--- config.mk ---
export PLATFORM = sky130hd
export DESIGN_NAME = roi_serial_harness_flat
export DESIGN_NICKNAME = d
export VERILOG_FILES = /design/src/rtl/roi_serial_harness_if.sv /design/src/rtl/roi_serial_harness.sv /design/src/flat_wrapper.sv
export SDC_FILE = /design/constraint.sdc
export NUM_CORES = 1
export LEC_CHECK = 0
export CAP_MARGIN = 15
export CORE_MARGIN = 3
export CORE_UTILIZATION = 58
export CTS_CLUSTER_SIZE = 10
export DETAILED_ROUTE_END_ITERATION = 10
export DONT_BUFFER_PORTS = 1
export PLACE_DENSITY = 0.83
export SYNTH_ARGS = -nofsm -noshare
export SYNTH_HDL_FRONTEND = slang
export SYNTH_SLANG_ARGS = --single-unit
--- constraint.sdc ---
create_clock -name clk -period 2.7 [get_ports clk]
set_input_delay 0.675 -clock clk [delete_from_list [all_inputs] [get_ports clk]]
set_output_delay 0.675 -clock clk [all_outputs]
set_load 0.005 [all_outputs]
--- src/rtl/roi_serial_harness_if.sv ---
// Serial pin bundle of the ROI harness: start/load handshake in, result stream and status out.
// The serial output is named do_bit because "do" is a reserved word.
interface roi_serial_harness_if;
   logic start;
   logic di;
   logic di_valid;
   logic do_bit;
   logic do_valid;
   logic busy;
   logic done;

   modport master (output start, di, di_valid, input do_bit, do_valid, busy, done);
   modport slave  (input start, di, di_valid, output do_bit, do_valid, busy, done);
endinterface

--- src/rtl/roi_serial_harness.sv ---
// Serial-in / parallel-apply / serial-out harness for fuzzer ROIs.
// Define ROI_SERIAL_HARNESS_CRC_EN to append a CRC-8 of the result stream to UNLOAD.
module roi_serial_harness #(
   parameter int DIN_N  = 256,
   parameter int DOUT_N = 256,
   parameter int SETTLE = 4
) (
   input  logic                clk,
   input  logic                rst_n,
   roi_serial_harness_if.slave bus,
   output logic [DIN_N-1:0]    roi_din,
   input  logic [DOUT_N-1:0]   roi_dout
);

`ifdef ROI_SERIAL_HARNESS_CRC_EN
   localparam int ULEN = DOUT_N + 8;
`else
   localparam int ULEN = DOUT_N;
`endif
   localparam int MAXN = (DIN_N > ULEN) ? DIN_N : ULEN;
   localparam int CW   = $clog2(MAXN + 1);

   typedef enum logic [2:0] {S_IDLE, S_LOAD, S_APPLY, S_CAPTURE, S_UNLOAD} state_t;

   state_t            state, state_nxt;
   logic [CW-1:0]     cnt;
   logic [7:0]        settle_cnt;
   logic [DIN_N-1:0]  din_shr;
   logic [DOUT_N-1:0] dout_shr;
   logic              done_q;
   logic              load_last, unload_last, apply_last;
   logic              out_bit;

   assign load_last   = bus.di_valid && (cnt == CW'(DIN_N - 1));
   assign unload_last = (cnt == CW'(ULEN - 1));
   assign apply_last  = (settle_cnt == 8'(SETTLE));

   always_ff @(posedge clk or negedge rst_n) begin
      if (!rst_n) state <= S_IDLE;
      else        state <= state_nxt;
   end

   always_comb begin
      state_nxt = state;
      case (state)
         S_IDLE:    if (bus.start) state_nxt = S_LOAD;
         S_LOAD:    if (load_last) state_nxt = S_APPLY;
         S_APPLY:   if (apply_last) state_nxt = S_CAPTURE;
         S_CAPTURE: state_nxt = S_UNLOAD;
         S_UNLOAD:  if (unload_last) state_nxt = S_IDLE;
         default:   state_nxt = S_IDLE;
      endcase
   end

   // Stimulus shifts into a private register; roi_din only moves on the final bit.
   always_ff @(posedge clk or negedge rst_n) begin
      if (!rst_n) begin
         cnt        <= '0;
         settle_cnt <= '0;
         din_shr    <= '0;
         dout_shr   <= '0;
         roi_din    <= '0;
         done_q     <= 1'b0;
      end else begin
         done_q     <= (state == S_UNLOAD) && unload_last;
         settle_cnt <= (state == S_APPLY) ? settle_cnt + 8'd1 : 8'd0;
         case (state)
            S_LOAD: begin
               if (bus.di_valid) begin
                  din_shr <= {din_shr[DIN_N-2:0], bus.di};
                  cnt     <= load_last ? '0 : cnt + CW'(1);
               end
               if (load_last) roi_din <= {din_shr[DIN_N-2:0], bus.di};
            end
            S_CAPTURE: begin
               dout_shr <= roi_dout;
               cnt      <= '0;
            end
            S_UNLOAD: begin
               dout_shr <= {dout_shr[DOUT_N-2:0], 1'b0};
               cnt      <= unload_last ? '0 : cnt + CW'(1);
            end
            default: cnt <= '0;
         endcase
      end
   end

`ifdef ROI_SERIAL_HARNESS_CRC_EN
   logic [7:0] crc;
   logic       crc_phase;

   assign crc_phase = (cnt >= CW'(DOUT_N));
   assign out_bit   = crc_phase ? crc[7] : dout_shr[DOUT_N-1];

   // Serial CRC-8 (x^8+x^2+x+1) over the result bits, then the register itself shifts out.
   always_ff @(posedge clk or negedge rst_n) begin
      if (!rst_n) begin
         crc <= '0;
      end else if (state == S_CAPTURE) begin
         crc <= '0;
      end else if (state == S_UNLOAD) begin
         if (crc_phase) crc <= {crc[6:0], 1'b0};
         else           crc <= {crc[6:0], 1'b0} ^ ((crc[7] ^ dout_shr[DOUT_N-1]) ? 8'h07 : 8'h00);
      end
   end
`else
   assign out_bit = dout_shr[DOUT_N-1];
`endif

   assign bus.do_valid = (state == S_UNLOAD);
   assign bus.do_bit   = (state == S_UNLOAD) ? out_bit : 1'b0;
   assign bus.busy     = (state != S_IDLE);
   assign bus.done     = done_q;

endmodule

--- src/flat_wrapper.sv ---
// flat-port wrapper written by rule: the top's interface ports become plain ports
module roi_serial_harness_flat 
#(
   parameter int DIN_N  = 256,
   parameter int DOUT_N = 256,
   parameter int SETTLE = 4
)
  (clk, rst_n, roi_din, roi_dout, bus_start, bus_di, bus_di_valid, bus_do_bit, bus_do_valid, bus_busy, bus_done);
  roi_serial_harness_if bus_i ();
  input  logic clk;
  input  logic rst_n;
  output logic [DIN_N-1:0] roi_din;
  input  logic [DOUT_N-1:0] roi_dout;
  input wire logic [$bits(bus_i.start)-1:0] bus_start;
  input wire logic [$bits(bus_i.di)-1:0] bus_di;
  input wire logic [$bits(bus_i.di_valid)-1:0] bus_di_valid;
  output wire logic [$bits(bus_i.do_bit)-1:0] bus_do_bit;
  output wire logic [$bits(bus_i.do_valid)-1:0] bus_do_valid;
  output wire logic [$bits(bus_i.busy)-1:0] bus_busy;
  output wire logic [$bits(bus_i.done)-1:0] bus_done;
  assign bus_i.start = bus_start;
  assign bus_i.di = bus_di;
  assign bus_i.di_valid = bus_di_valid;
  assign bus_do_bit = bus_i.do_bit;
  assign bus_do_valid = bus_i.do_valid;
  assign bus_busy = bus_i.busy;
  assign bus_done = bus_i.done;
  roi_serial_harness #(.DIN_N(DIN_N), .DOUT_N(DOUT_N), .SETTLE(SETTLE)) u_core (.clk(clk), .rst_n(rst_n), .bus(bus_i), .roi_din(roi_din), .roi_dout(roi_dout));
endmodule
# Word-level counts from Yosys, hierarchy flattened
# Cells that the tools add are included.
[op_classes]
n_addsub = 2
n_eq_ne = 11
n_mux = 12
reduce_logical = 8
[ops]
columns = ["op", "n"]
rows = [
  ["one-hot mux 256 bit (2 select lines)", 1],
  ["2-to-1 mux 9 bit", 3],
  ["one-hot mux 9 bit (2 select lines)", 1],
  ["one-hot mux 3 bit (5 select lines)", 1],
  ["2-to-1 mux 3 bit", 4],
  ["adder 9 x 1 -> 9 bit, second input constant", 1],
  ["== test 9 x 8 -> 1 bit, second input constant", 1],
  ["adder 8 x 1 -> 8 bit, second input constant", 1],
  ["== test 8 x 3 -> 1 bit, second input constant", 1],
  ["2-to-1 mux 8 bit", 1],
  ["== test 3 x 2 -> 1 bit, second input constant", 2],
  ["!= test 2 x 1 -> 1 bit, second input constant", 3],
  ["!= test 2 bit, second input constant", 2],
  ["AND reduction 2 bit", 2],
  ["AND reduction 4 bit", 1],
  ["== test 3 x 1 -> 1 bit, second input constant", 1],
  ["== test 3 bit, second input constant", 1],
  ["zero test 3 bit", 1],
  ["nonzero test 3 bit", 1],
  ["logical AND 1 bit", 2],
  ["nonzero test 2 bit", 1],
  ["2-to-1 mux 1 bit", 1],
]
[totals]
ff_bits = 788
inputBits = 261
output_inout_bits = 260
word_cells = 40

# Depth between registers and ports, before layout
[logic_depth]
ltp_word = 5
depth_mapped = 7
depth_no_buf = 5

# Least setup slack after synthesis
# Ideal clock, no wire load.
[synth_timing]
kind = "register to output"
startpoint = "register u_core.state[2]"
endpoint = "output port bus_do_bit"
arrival_time_ns = 1.377
required_ns = 2.025
path_slack_ns = 0.648
path_stages_with_launch = 7
n_path_buf = 3
cell_sequence = "dfrtp_1 -> buf_4 -> or3b_4 -> inv_6 -> buf_6 -> buf_6 -> and2_1"
[synth_between]
elab_chain_cells = 2
[synth_lines]
columns = ["item", "line_no", "source"]
rows = [
  ["from (decl)", "roi_serial_harness.sv:25", "state_t state, state_nxt;"],
  ["from (signal assigned)", "roi_serial_harness.sv:40", "else state <= state_nxt;"],
  ["== test 3 bit", "n/a", ""],
  ["net bus_do_valid", "flat_wrapper.sv:18", "output wire logic [$bits(bus_i.do_valid)-1:0] bus_do_valid;"],
  ["2-to-1 mux 1 bit", "roi_serial_harness.sv:111", "assign bus.do_bit = (state == S_UNLOAD) ? out_bit : 1'b0;"],
  ["to (decl)", "flat_wrapper.sv:17", "output wire logic [$bits(bus_i.do_bit)-1:0] bus_do_bit;"],
]
# The timed path passes the listed nets, and every way through them passes these cells.

# Final worst setup path
[layout_timing]
startpoint = "register u_core.state[1]"
endpoint = "output port bus_do_bit"
[layout_between]
elab_chain_cells = 2
[layout_lines]
columns = ["item", "line_no"]
rows = [
  ["== test 3 bit", "roi_serial_harness.sv:111"],
  ["2-to-1 mux 1 bit", "roi_serial_harness.sv:111"],
]
# No other way between the ends.

==> results.txt <==
Overflow after GRT = 0
TNS Setup = 0 ns
First-pass GRT wire length = 121,000 µm
Layout Skew = 0.0288 ns
Cell Rows = 88
Clock transition at path regs = 0.05 ns
Relative slew margins = -29.1%
CTS Root Cell = clkbuf_16
Core Area = 58,400 µm²
Syn Area/Cell = 13.5 µm²
Yosys warns = 0
Setup crit start kind = flop
Initial Util = 59.2%
Synth top area cells = dfrtp_1, mux2_4, mux2_2
Via density = 5.79
Asr flop ratio synth = 100%
CP arrival = 1.92 ns
Seq/Total Area, Yosys = 57.1%
Die ar. = 62,500 µm²
Largest net degree at the start of global routing = 789
Total wire length = 77,100 µm
Vias in the first global route = 20,800
Design Power = 28,600 µW
Leading area contributor after synthesis = dfrtp_1
Post-route cell area = 37,500 µm²
Power per cell area = 764 nW/µm²
Placed cell areas = 34,900 µm²
# setup viols final = 0
WP data required = 2.03 ns
CP endpoint kind = primary output
Final #Nets = 2,816
Post-CTS setup buffer count = 0
CTS tree = done
RePlAce Congestion = 0.852
Mapped cell area = 34,600 µm²
Via count = 19,300
Layout area overhead = 8.46%
Total I/O pin count = 521
Failing checks = hold timing, slew limit
Worst-case clock buffer depth = 3
RSZ-0062 raised after global routing = no
Leakage = 0.0183 µW
Initial antenna violation count = 5
Post-route ant nets = 0
Final max-slew violation count = 447
Status = finished, violations left
Routed WL per cell = 23.1 µm
Number of remaining DRC errors = 0
CTS Buf Count = 90
Max-cap violation count = 0
Most used DFF post-synth = dfrtp_1
1st-pass router iterations = 7
Count of clock tree sinks = 788
Die Height = 250 µm
F_max = 385 MHz
Worst-Margin Slew = 1.94 ns
Global Route Usage Sum = 24.3%
# port buffers = 0
Pre-CTS setup slack = 0.425 ns
WHS = -0.227 ns
Final min period = 2.60 ns
DR iter-0 viols = 1,701
Setup CP Type = flop to primary output
Die W = 250 µm
Final Hold Violating Endpoints = 152
Yosys top cell area share = 57.1%
Clk_lat worst skew = 0.63 ns
Synth Net Count = 2,825
Layout cells sized above 1 = 35.9%
Syn Inst Count = 2,561
Crit Path Max Fanout = 34
Filler cells = 4,010
Max VDD drop = 0.000662 V
Worst Setup Slack, final = 0.104 ns
Worst hold path type = primary input to async pin
Post-synth EDFFs = 0
Dpl hpwl = 49,700 µm
Flop and latch count out of synthesis = 788
Unique masters post-synth = 47
Fin crit share = 96.2%
H-tree Lvls = 3
[state kept, by name, summed over array words and instances (netlist names)]
register	cells
u_core.roi_din	256
u_core.settle_cnt	8
u_core.dout_shr	256
u_core.din_shr	255
u_core.cnt	9
u_core.bus.done	1
u_core.state	3
[cells in the mapped netlist (all sizes together) (2+ instances only)]
cell type and count:
a21oi 4, a22oi 7, buf 105, clkbuf 42
dfrtp 788, ha 3, inv 7, mux2 767
nand2 770, nand3 8, nand4 4, nor2 7
nor3 2, nor4 2, o21ai 9, o31ai 3
or3 7, or3b 2, or4 3, xnor2 2
xor2 2
[path summary, 6_finish.rpt]
path                                            end  cells after the start                 from  slack [ns]
worst max-delay path                     bus_do_bit                      3      u_core.state[1]        0.10
worst min-delay path            u_core.din_shr[232]                      0                rst_n       -0.23
worst max register to register  u_core.din_shr[184]                      6      u_core.state[1]        0.48
worst min register to register  u_core.din_shr[245]                      2  u_core.din_shr[244]        0.49
max in group asynchronous       u_core.roi_din[153]                      0                rst_n        1.39
min in group clk                  u_core.din_shr[0]                      2               bus_di        0.18
[per-stage QoR]
step	cells	hold WS, ns	utilization [%]
2_1_floorplan	2561	0.379	-
5_1_grt	3336	-0.290	64.2
6_report	3336	-0.227	64.2
3_5_place_dp	3223	0.394	59.8
4_1_cts	3332	-0.289	64.2
3_3_place_gp	3223	0.397	59.8
[cell type report]
cell class	instances	area [µm²]	share of cell area, %
Timing Repair Buffer	45	588	1.57
Tap cell	765	957	2.55
Clock buffer	99	2340	6.24
Clock inverter	9	190	0.507
Multi-Input combinational cell	1619	13600	36.3
Antenna cell	3	7.51	0.0200
Sequential cell	788	19700	52.6
Timing Repair inverter	1	8.76	0.0234
Inverter	7	52.6	0.140
[repair_timing]
action	4_1_cts	5_1_grt
endpoints found under the hold margin	788	788
setup endpoints to repair	1	1
gates resized for setup	0	1
gates cloned	1	0
[logic make-up after synthesis]
logic type / Yosys count / share of synthesized area, %
xor+xnor: 4 / 0.101
flops: 788 / 57.1
fa+ha+maj: 3 / 0.109
compound gates: 30 / 0.568
buf+inv: 154 / 3.63
simple gates: 815 / 9.20
mux: 767 / 29.3
[report_power, final]
| group | switching, µW | internal (µW) | leakage (µW) | total (µW) |
|---|---|---|---|---|
| clock network | 4510 | 6280 | 0.00123 | 10800 |
| registers | 1150 | 13600 | 0.0104 | 14800 |
| logic | 1410 | 1650 | 0.00667 | 3060 |
| total | 7070 | 21600 | 0.0183 | 28600 |
[critical path, cell delays in order, from the launching register on]
cell       delay (ns)
dfrtp_1          0.38
or3b_4           0.52
clkinv_16        0.20
and2_1           0.19
[per-layer routing]
layer  global-route usage, %  wire length [µm]  vias to the layer above
li1                        -                 -                     8526
met1                    29.1             29300                     9910
met2                    40.7             38500                      645
met3                    6.46              5220                      220
met4                    11.8              4090                        4
met5                       0                23                        -
[placed cells by master (no fill, tap or decap), drive strengths merged, types with 2 or more instances in the layout]
cell    count
xnor2       2
or4         3
buf        45
ha          3
clkbuf     99
xor2        2
nand3       8
nor3        2
nand4       4
dfrtp     788
diode       3
a22oi       7
nor4        2
mux2      767
a21oi       4
inv         7
clkinv      8
or3b        2
nor2        7
nand2     770
or3         7
o31ai       3
o21ai       9
bufinv      2
(Power assumes the default switching activity.)
